$ cat src/rtl/pipe_hazard_ctrl.sv
// pipe_hazard_ctrl: hold/flush sequencing for PC, IF/ID and ID/EXE registers.
// Handles load-use, multi-cycle EXE ops and taken branches.
// Optional macro PIPE_STALL_CNT_EN builds the stall-cycle counter on stall_cnt.
// Ports:
//   in : clk, rst_n, id_rs1/id_rs2, id_use_rs1/id_use_rs2, ex_valid,
//        ex_rd, ex_is_load, ex_mc_start, br_taken
//   out: pc_en, ifid_en, ifid_flush, idexe_en, idexe_flush, mc_busy, stall_cnt
module pipe_hazard_ctrl #(
    parameter int RFW    = 5,
    parameter int MC_LAT = 4,
    parameter int CW     = 4
) (
    input  logic           clk,
    input  logic           rst_n,
    input  logic [RFW-1:0] id_rs1,
    input  logic [RFW-1:0] id_rs2,
    input  logic           id_use_rs1,
    input  logic           id_use_rs2,
    input  logic           ex_valid,
    input  logic [RFW-1:0] ex_rd,
    input  logic           ex_is_load,
    input  logic           ex_mc_start,
    input  logic           br_taken,
    output logic           pc_en,
    output logic           ifid_en,
    output logic           ifid_flush,
    output logic           idexe_en,
    output logic           idexe_flush,
    output logic           mc_busy,
    output logic [31:0]    stall_cnt
);

    typedef enum logic [1:0] {
        S_IDLE = 2'd0,
        S_BUSY = 2'd1,
        S_LAST = 2'd2
    } state_t;

    // BUSY counts down to zero, then one LAST cycle releases the pipe.
    localparam logic [CW-1:0] LP_CNT_INIT =
        CW'((MC_LAT >= 3) ? (MC_LAT - 3) : 0);

    state_t          r_state;
    state_t          w_state_nxt;
    logic [CW-1:0]   r_mc_cnt;
    logic [CW-1:0]   w_mc_cnt_nxt;
    logic            r_run;
    logic            w_lu;
    logic            w_rs1_hit;
    logic            w_rs2_hit;

    assign w_rs1_hit = id_use_rs1 && (id_rs1 == ex_rd);
    assign w_rs2_hit = id_use_rs2 && (id_rs2 == ex_rd);
    assign w_lu      = ex_valid && ex_is_load && (ex_rd != '0)
                    && (w_rs1_hit || w_rs2_hit);

    always_ff @(posedge clk or negedge rst_n) begin
        if (!rst_n) begin
            r_state  <= S_IDLE;
            r_mc_cnt <= '0;
            r_run    <= 1'b0;
        end else begin
            r_state  <= w_state_nxt;
            r_mc_cnt <= w_mc_cnt_nxt;
            r_run    <= 1'b1;
        end
    end

    always_comb begin
        w_state_nxt  = r_state;
        w_mc_cnt_nxt = r_mc_cnt;
        pc_en        = 1'b0;
        ifid_en      = 1'b0;
        ifid_flush   = 1'b1;
        idexe_en     = 1'b0;
        idexe_flush  = 1'b1;
        mc_busy      = 1'b0;
        if (!r_run) begin
            // Bubbles fill the pipe until the first edge after reset.
            w_state_nxt  = S_IDLE;
        end else begin
            ifid_flush  = 1'b0;
            idexe_flush = 1'b0;
            case (r_state)
                S_IDLE: begin
                    if (br_taken) begin
                        pc_en       = 1'b1;
                        ifid_en     = 1'b1;
                        ifid_flush  = 1'b1;
                        idexe_en    = 1'b1;
                        idexe_flush = 1'b1;
                    end else if (ex_valid && ex_mc_start) begin
                        mc_busy = 1'b1;
                        if (MC_LAT == 2) begin
                            w_state_nxt = S_LAST;
                        end else begin
                            w_state_nxt  = S_BUSY;
                            w_mc_cnt_nxt = LP_CNT_INIT;
                        end
                    end else if (w_lu) begin
                        idexe_en    = 1'b1;
                        idexe_flush = 1'b1;
                    end else begin
                        pc_en    = 1'b1;
                        ifid_en  = 1'b1;
                        idexe_en = 1'b1;
                    end
                end
                S_BUSY: begin
                    mc_busy = 1'b1;
                    if (r_mc_cnt == '0) begin
                        w_state_nxt = S_LAST;
                    end else begin
                        w_mc_cnt_nxt = r_mc_cnt - CW'(1);
                    end
                end
                S_LAST: begin
                    pc_en       = 1'b1;
                    ifid_en     = 1'b1;
                    idexe_en    = 1'b1;
                    w_state_nxt = S_IDLE;
                end
                default: begin
                    w_state_nxt = S_IDLE;
                end
            endcase
        end
    end

`ifdef PIPE_STALL_CNT_EN
    logic [31:0] r_stall_cnt;

    always_ff @(posedge clk or negedge rst_n) begin
        if (!rst_n) begin
            r_stall_cnt <= '0;
        end else if (r_run && !pc_en && (r_stall_cnt != 32'hFFFF_FFFF)) begin
            r_stall_cnt <= r_stall_cnt + 32'd1;
        end
    end

    assign stall_cnt = r_stall_cnt;
`else
    assign stall_cnt = 32'h0;
`endif

endmodule

$ cat config.mk
export PLATFORM = sky130hd
export DESIGN_NAME = pipe_hazard_ctrl
export DESIGN_NICKNAME = d
export VERILOG_FILES = /design/src/rtl/pipe_hazard_ctrl.sv
export SDC_FILE = /design/constraint.sdc
export NUM_CORES = 1
export LEC_CHECK = 0
export CAP_MARGIN = 25
export CORE_UTILIZATION = 36
export CTS_CLUSTER_SIZE = 16
export DETAILED_ROUTE_END_ITERATION = 12
export PLACE_DENSITY = 0.94
export SYNTH_ARGS = -nofsm -noshare
export SYNTH_HDL_FRONTEND = slang
export SYNTH_SLANG_ARGS = --single-unit
$ cat constraint.sdc
create_clock -name clk -period 2.5 [get_ports clk]
set_input_delay 0.5 -clock clk [delete_from_list [all_inputs] [get_ports clk]]
set_output_delay 0.5 -clock clk [all_outputs]
set_load 0.02 [all_outputs]
==> results of run 1 <==
[timing repair]
action,4_1_cts,5_1_grt
gates resized for setup,26,13
pin swaps,4,6
buffers inserted,1,0
setup endpoints to repair,4,4
[cells in the mapped netlist (2+ instances only)]
library cell  instances  share of area, %
dfrtp_1               7                22
buf_4                33                31
o21ai_0               5               3.1
a21oi_1               3               1.9
nor2_1                2              0.94
xor2_1                8               8.8
xnor2_1               2               2.2
or3_1                 4               3.1
nor3b_1               2               1.9
inv_1                 6               2.8
nand2_1               4               1.9
conb_1                2              0.94
and3_1                2               1.6
[worst paths after layout]
path,startpoint,slack (ps),endpoint,depth (start not counted)
max,ex_rd[1],3,pc_en,6
min,rst_n,510,r_run,1
max reg2reg,r_mc_cnt[0],960,r_mc_cnt[3],6
min reg2reg,r_mc_cnt[0],540,r_mc_cnt[0],1
max in group asynchronous,rst_n,1770,r_mc_cnt[1],1
min in group clk,r_mc_cnt[0],540,r_mc_cnt[0],1
[power groups by stage]
| stage | clock network (mW) | logic, mW | registers (mW) |
|---|---|---|---|
| finish | 0.0961 | 0.268 | 0.178 |
| global route | 0.110 | 0.291 | 0.179 |
| CTS | 0.101 | 0.261 | 0.176 |
| detailed placement | 0 | 0.266 | 0.177 |
| global placement | 0 | 0.250 | 0.173 |
| floorplan | 0 | 0.211 | 0.169 |
[metal layers]
| layer | vias to the layer above | share of wire [%] | track usage, % |
|---|---|---|---|
| met1 | 362 | 36 | 15.55 |
| met2 | 49 | 57 | 29.40 |
| met5 | - | 0 | 0 |
| met3 | 2 | 6.3 | 3.115 |
| met4 | 0 | 0.70 | 4.902 |
| li1 | 329 | - | - |
[area by class of cell]
type                       instances  area share, %
clock buffer                       4          2.473
sequential                         7          16.49
tap                               27          3.180
inverter                           6          2.120
multi-input combinational         81          45.35
timing repair buffer              34          30.39
[logic make-up after synthesis]
family	Yosys count	share of synthesized area, %
fa+ha+maj	1	1.570
simple gates	22	17.58
flops	7	21.98
xor+xnor	10	10.99
buf+inv	39	33.91
compound gates	15	13.03
other cells	2	0.9423
[worst reg2reg max path, cell delays in order, from the launching register on]
cell,delay [ps]
dfrtp_1,380
inv_1,60
ha_1,210
nand4bb_1,120
o211ai_2,160
or3_1,380
a21oi_1,160
[state kept, by name, summed over array words and instances, names as in the netlist]
signal,cells
r_mc_cnt,4
r_state,2
r_run,1
[stage by stage]
| stage | TNS [ps] | setup WS (ps) | util (%) | instance area, um2 |
|---|---|---|---|---|
| final | 0 | 2.867 | 52.54 | 1062 |
| after global routing | -119.4 | -60.44 | 52.54 | 1062 |
| after CTS | 0 | 11.16 | 51.24 | 1036 |
| after detailed placement | -1596 | -586.7 | 50.31 | 1017 |
| after global placement | -1361 | -511.3 | 50.31 | 1017 |
| after floorplan | 0 | 286.5 | - | 913.4 |
==> qor.yml, run 1 <==
fmax_ghz: 0.4005
synth_cell_types: 29
startpoint_type: "primary input"
crit_buf_inv: 2
drc: 0
die-area_um2: 2406
clkSinkCount: 7
crit_path_end_kind: "output pin"
drtIter0Drc: 12
whs_ps: 507.8
finalNetCount: 157
n_antenna_cell: 0
p_int_mw: 0.3176
yosys_warnings: 0
final-setup-viol-count: 0
clockPowerShare_pct: 17.7
port_buffers: 28
max-vdd-ir-drop_uv: 298.3
n_fill_cell: 180
cp.arrival_ps: 2000
swShare_pct: 41.40
maxCapViolCount: 0
area_growth_pct: 33.28
period_minus_slack_ps: 2497
layout-drive-gt1-share_pct: 12.88
die_w_um: 49.05
grtUsageTotal_pct: 15.00
io_pins: 61
rows: 16
skew_ps: 1.799
gp_congestion: 0.8935
combinationalPowerShare_pct: 49.5
syn_inst: 96
cp.required_ps: 2000
htreeDepth: 1
cts_buffers: 3
drt_pass1_iterations: 4
crit_slowest_cell: "o41a_1"
power_mw: 0.5420
critical_path.max_fanout: 3
hold_class: "in -> async"
critical_path.top_delay_family: "compound AO/OA/AOI/OAI gates"
clk_pin_slew_ps: 50
synth.cell_area_um2: 797.0
dp_hpwl_um: 1552
layout_common_cells: "conb_1 (33), clkdlybuf4s50_1 (10), xor2_1 (7), dfrtp_1 (7)"
grt_pass1_vias: 632
ys_ff_latch: 7
final_common_cell: "conb_1"
dp.cells: 154
ys_seq_area_share_pct: 21.98
status: "completed"
clk_path_buf_depth: 2
p_sw_mw: 0.2244
cts_root_buffer: "clkbuf_4"
grt_pass1_wl_um: 2808
ys.flop_type: "dfrtp_1"
avgSynthCellArea_um2: 8.302
wirelength_um: 1990
via_per_inst: 4.667
power_density_nw_per_um2: 510.2
routedWlPerCell_um: 12.52
synthArstFlopShare_pct: 100.0
slew_violations: 0
multi_input_area_um2: 481.7
layout.cells.non_filler: 159
p_leak_nw: 0.5655
path_cells: "clkdlybuf4s15_1 -> xor2_1 -> nor4_2 -> a32oi_1 -> o41a_1 -> buf_6"
p_seq_share_pct: 32.8
seq_area_um2: 175.2
grt_max_degree: 8
initial_utilization_pct: 39.42
final_antenna_net_count: 0
die_h_um: 49.05
core_area_um2: 2022
overflow: 0
cpPeakStageDelay_ps: 430
hold_viol: 0
synth_edf_count: 0
routed-via-count: 742
clock_latency_ps: 240
ctsHoldBuffers: 0
crit_type: "in -> out"
tritoncts: "yes"
fin_crit_sh_pct: 99.89
antenna_found_initial: 0
(Power assumes the default switching activity.)
==> run 2, diff against run 1 <==
--- a/config.mk
+++ b/config.mk
@@ -10,6 +10,8 @@
 export CTS_CLUSTER_SIZE = 16
 export DETAILED_ROUTE_END_ITERATION = 12
 export PLACE_DENSITY = 0.94
+export SETUP_SLACK_MARGIN = 0.5
+export SLEW_MARGIN = 40
 export SYNTH_ARGS = -nofsm -noshare
 export SYNTH_HDL_FRONTEND = slang
 export SYNTH_SLANG_ARGS = --single-unit
==> qor.yml, run 2 (synthesis gave the netlist of run 1 again) <==
drtIter0Drc: 19  # was 12
clk_path_buf_depth: 2  # unchanged
startpoint_type: "primary input"  # unchanged
die-area_um2: 2406  # unchanged
largest_register_ffs: 4  # unchanged
drc: 0  # unchanged
power_mw: 0.5441  # was 0.5420 mW
cp.arrival_ps: 1800  # was 2000 ps
crit_path_end_kind: "output pin"  # unchanged
n_fill_cell: 187  # was 180
p_leak_nw: 0.5360  # was 0.5655 nW
clock_latency_ps: 240  # about the same
tritoncts: "yes"  # unchanged
io_pins: 61  # unchanged
seq_area_um2: 175.2  # unchanged
finish.instance_area_um2: 1062  # unchanged
die_h_um: 49.05  # unchanged
grt_pass1_wl_um: 2994  # was 2808 um
overflow: 0  # unchanged
port_buffers: 28  # unchanged
fin_crit_sh_pct: 92.03  # was 99.89%
initial_utilization_pct: 39.42  # unchanged
slew_violations: 0  # unchanged
final_util_pct: 52.54  # unchanged
period_minus_slack_ps: 2301  # was 2497 ps
layout-drive-gt1-share_pct: 23.48  # was 12.88%
fmax_ghz: 0.4347  # was 0.4005 GHz
critical_path.max_fanout: 2  # was 3
n_antenna_cell: 0  # unchanged
dp_hpwl_um: 1642  # was 1552 um
max-vdd-ir-drop_uv: 260.6  # was 298.3 uV
final_common_cell: "conb_1"  # unchanged
ff2ff_setup_slack_ps: 960  # about the same
area_growth_pct: 33.28  # unchanged
cts_root_buffer: "clkbuf_4"  # unchanged
antenna_found_initial: 0  # unchanged
final-setup-viol-count: 0  # unchanged
maxCapViolCount: 0  # unchanged
skew_ps: 2.250  # was 1.799 ps
routedWlPerCell_um: 12.19  # was 12.52 um
largest_register: "r_mc_cnt"  # unchanged
ctsHoldBuffers: 0  # unchanged
layout_common_cells: "conb_1 (33), buf_4 (8), dfrtp_1 (7)"  # was conb_1 (33), clkdlybuf4s50_1 (10), xor2_1 (7), dfrtp_1 (7)
gp_congestion: 0.9486  # was 0.8935
clk_pin_slew_ps: 50  # about the same
wirelength_um: 1938  # was 1990 um
hold_class: "in -> async"  # unchanged
multi_input_area_um2: 508.0  # was 481.7 um2
largest_registers: "r_mc_cnt: 4 flops, r_state: 2 flops, r_run: 1 flops"  # unchanged
grtUsageTotal_pct: 16.75  # was 15.00%
placed_cell_area_um2: 1017  # unchanged
whs_ps: 508.5  # was 507.8 ps
hold_viol: 0  # unchanged
finalNetCount: 157  # unchanged
status: "completed"  # unchanged
grt_max_degree: 8  # unchanged
drt_pass1_iterations: 4  # unchanged
final_antenna_net_count: 0  # unchanged
tns_ps: 0  # unchanged
htreeDepth: 1  # unchanged
crit_type: "in -> out"  # unchanged
cp.required_ps: 2000  # about the same
routed-via-count: 693  # was 742
grt_pass1_vias: 669  # was 632
cts_buffers: 3  # unchanged
power_density_nw_per_um2: 512.2  # was 510.2 nW/um2
core_area_um2: 2022  # unchanged
via_per_inst: 4.358  # was 4.667
rsz0062_at_grt: "true"
clkSinkCount: 7  # unchanged
rows: 16  # unchanged
die_w_um: 49.05  # unchanged
[run 2: changes by cell type in the layout (fill, tap and decap cells not counted), moves of 2 or more]
cell | before | now
clkdlybuf4s50_1 | 10 | 4
buf_4 | 6 | 8
xor2_1 | 7 | 5
buf_6 | 2 | 6
xor2_2 | 1 | 3
buf_2 | 1 | 4
dlymetal6s2s_1 | 5 | 0
[run 2: path summary, 6_finish.rpt]
kind                              from           to  depth (start not counted)
min in group clk           r_mc_cnt[0]  r_mc_cnt[0]                          1
setup reg to reg           r_mc_cnt[0]  r_mc_cnt[3]                          6
hold / removal                   rst_n  r_mc_cnt[2]                          1
max in group asynchronous        rst_n   r_state[0]                          1
setup / recovery             id_rs1[1]      ifid_en                          6
hold reg to reg            r_mc_cnt[0]  r_mc_cnt[0]                          1
[run 2: area by class of cell]
| type | count | area share, % |
|---|---|---|
| Clock buffer | 4 | 2.473 |
| Inverter | 6 | 2.120 |
| Multi-Input combinational cell | 81 | 47.82 |
| Sequential cell | 7 | 16.49 |
| Tap cell | 27 | 3.180 |
| Timing Repair Buffer | 34 | 27.92 |
[run 2: what timing repair did]
action                                  in CTS  in global routing
endpoints found under the setup margin       6                  4
pin swaps                                   18                  2
gates resized for setup                     81                  7
setup buffers                                1                  0
[run 2: worst max-delay path, cell delays in order]
cell and delay, ps:
buf_6 100, xor2_2 170, nor4_2 310, a32oi_2 180, o41a_1 390, buf_6 160
[run 2: metrics by stage]
step	instances	setup WS, ps
after detailed placement	154	-646.9
after CTS	159	200.5
after global routing	159	160.7
final	159	199.3
after global placement	154	-545.3
after floorplan	127	286.5
[run 2: routing by layer]
| layer | global-route usage [%] | share of wire, % | vias up |
|---|---|---|---|
| met5 | 0 | 0 | - |
| met2 | 34.26 | 57 | 35 |
| li1 | - | - | 326 |
| met1 | 15.11 | 35 | 324 |
| met3 | 2.492 | 3.7 | 8 |
| met4 | 9.804 | 4.4 | 0 |
[run 2: power by group]
part	switching [mW]	total, mW	internal, mW	leakage [nW]
sequential	0.0287	0.175	0.147	0.0897
clock	0.0365	0.0971	0.0606	0.0150
combinational	0.160	0.272	0.111	0.431
total	0.226	0.544	0.318	0.536
==> run 3, diff against run 2 <==
==> constraint.sdc (replaced) <==
create_clock -name clk -period 2.5 [get_ports clk]
set_input_delay 0.75 -clock clk [delete_from_list [all_inputs] [get_ports clk]]
set_output_delay 0.75 -clock clk [all_outputs]
set_load 0.02 [all_outputs]
==> qor.yml, run 3 (synthesis gave the netlist of run 1 again) <==
status: "finished with violations"  # was completed
n_fill_cell: 187  # unchanged
max-vdd-ir-drop_uv: 350.0  # was 260.6 uV
power_density_nw_per_um2: 501.3  # was 512.2 nW/um2
period_minus_slack_ps: 2853  # was 2301 ps
core_area_um2: 2022  # unchanged
drt-met1-wl_um: 705  # was 686 um
die_w_um: 49.05  # unchanged
top_layer_used: "met4"  # unchanged
placed_cell_area_um2: 1040  # was 1017 um2
multi_input_area_um2: 540.5  # was 508.0 um2
io_pins: 61  # unchanged
power_mw: 0.5620  # was 0.5441 mW
grt_pass1_vias: 699  # was 669
final-setup-viol-count: 3  # was 0
finish.instance_area_um2: 1121  # was 1062 um2
crit_path_end_kind: "output pin"  # unchanged
clk_path_buf_depth: 2  # unchanged
largest_register_ffs: 4  # unchanged
layout_common_cells: "conb_1 (33), buf_6 (10), buf_4 (9)"  # was conb_1 (33), buf_4 (8), dfrtp_1 (7)
drc: 0  # unchanged
met2_length_um: 1207  # was 1095 um
drtIter0Drc: 17  # was 19
clkSinkCount: 7  # unchanged
grt_pass1_wl_um: 3201  # was 2994 um
fin_crit_sh_pct: 114.1  # was 92.03%
slew_violations: 0  # unchanged
startpoint_type: "primary input"  # unchanged
routedWlPerCell_um: 12.58  # was 12.19 um
antenna_found_initial: 0  # unchanged
final_antenna_net_count: 0  # unchanged
largest_registers: "r_mc_cnt: 4 flops, r_state: 2 flops, r_run: 1 flops"  # unchanged
r2r_cells: 6  # unchanged
drt_pass1_iterations: 4  # unchanged
cts_buffers: 3  # unchanged
maxCapViolCount: 0  # unchanged
ctsHoldBuffers: 0  # unchanged
tns_ps: -1000  # was 0 ps
layout_setup_ws_ps: -352.8  # was 199.3 ps
violations: "setup timing"
crit_type: "in -> out"  # unchanged
dp_hpwl_um: 1637  # was 1642 um
rows: 16  # unchanged
fmax_ghz: 0.3505  # was 0.4347 GHz
wirelength_um: 2038  # was 1938 um
die_h_um: 49.05  # unchanged
initial_utilization_pct: 39.42  # unchanged
clock_latency_ps: 250  # was 240 ps
via_per_inst: 4.519  # was 4.358
p_leak_nw: 0.5621  # was 0.5360 nW
gp_congestion: 0.8541  # was 0.9486
area_growth_pct: 40.66  # was 33.28%
wl_met3_um: 76  # was 71 um
final_common_cell: "conb_1"  # unchanged
largest_register: "r_mc_cnt"  # unchanged
layout-drive-gt1-share_pct: 34.07  # was 23.48%
finalNetCount: 160  # was 157
hold_class: "reg -> reg"  # was in -> async
hold_depth: 1
grtUsageTotal_pct: 17.82  # was 16.75%
cp.required_ps: 1750  # was 2000 ps
skew_ps: 3.780  # was 2.250 ps
n_antenna_cell: 0  # unchanged
tritoncts: "yes"  # unchanged
htreeDepth: 1  # unchanged
hold_viol: 0  # unchanged
cts_root_buffer: "clkbuf_4"  # unchanged
port_buffers: 28  # unchanged
rsz0062_at_grt: "true"  # unchanged
grt_max_degree: 8  # unchanged
seq_area_um2: 175.2  # unchanged
overflow: 0  # unchanged
clk_pin_slew_ps: 50  # about the same
cp.arrival_ps: 2100  # was 1800 ps
die-area_um2: 2406  # unchanged
critical_path.max_fanout: 2  # unchanged
routed-via-count: 732  # was 693
## run 3: worst max-delay path, stage by stage
cell,delay [ps]
buf_2,110
xor2_1,190
nor4_4,330
a32oi_2,110
o41a_1,440
buf_6,160
## run 3: per-stage QoR
stage / util, % / setup WS (ps) / std cells / hold WS, ps
after CTS: 53.90 / -390.7 / 162 / 531.0
after detailed placement: 51.42 / -1096 / 157 / 524.5
after floorplan: - / -213.5 / 127 / 454.4
after global routing: 55.45 / -430.6 / 162 / 564.3
final: 55.45 / -352.8 / 162 / 539.8
after global placement: 51.42 / -1017 / 157 / 500.7
## run 3: layout make-up
class / instances / share of cell area [%]
Tap cell: 27 / 3.013
Multi-Input combinational cell: 81 / 48.21
Inverter: 6 / 2.009
Timing Repair Buffer: 37 / 28.79
Clock buffer: 4 / 2.344
Sequential cell: 7 / 15.62
## run 3: timing repair
action                     4_1_cts  5_1_grt
setup endpoints to repair        8        6
setup buffers                    1        0
pin swaps                       15        9
resized for setup              104       17
## run 3: final timing paths
check / endpoint / slack, ps / startpoint
worst max-delay path: ifid_en / -350 / id_rs2[0]
worst min-delay path: r_mc_cnt[0] / 540 / r_mc_cnt[0]
worst max register to register: r_mc_cnt[1] / 950 / r_mc_cnt[0]
worst min register to register: r_mc_cnt[0] / 540 / r_mc_cnt[0]
max in group asynchronous: r_run / 1500 / rst_n
min in group asynchronous: r_mc_cnt[3] / 760 / rst_n
## run 3: layer usage
| layer | global-route usage [%] | up-vias |
|---|---|---|
| li1 | - | 332 |
| met1 | 17.05 | 355 |
| met2 | 35.88 | 41 |
| met3 | 2.181 | 4 |
| met4 | 9.804 | 0 |
| met5 | 0 | - |
## run 3: power breakdown
| group | total, mW | switching [mW] | internal (mW) |
|---|---|---|---|
| logic | 0.286 | 0.165 | 0.121 |
| registers | 0.177 | 0.0302 | 0.147 |
| clock network | 0.0989 | 0.0382 | 0.0607 |
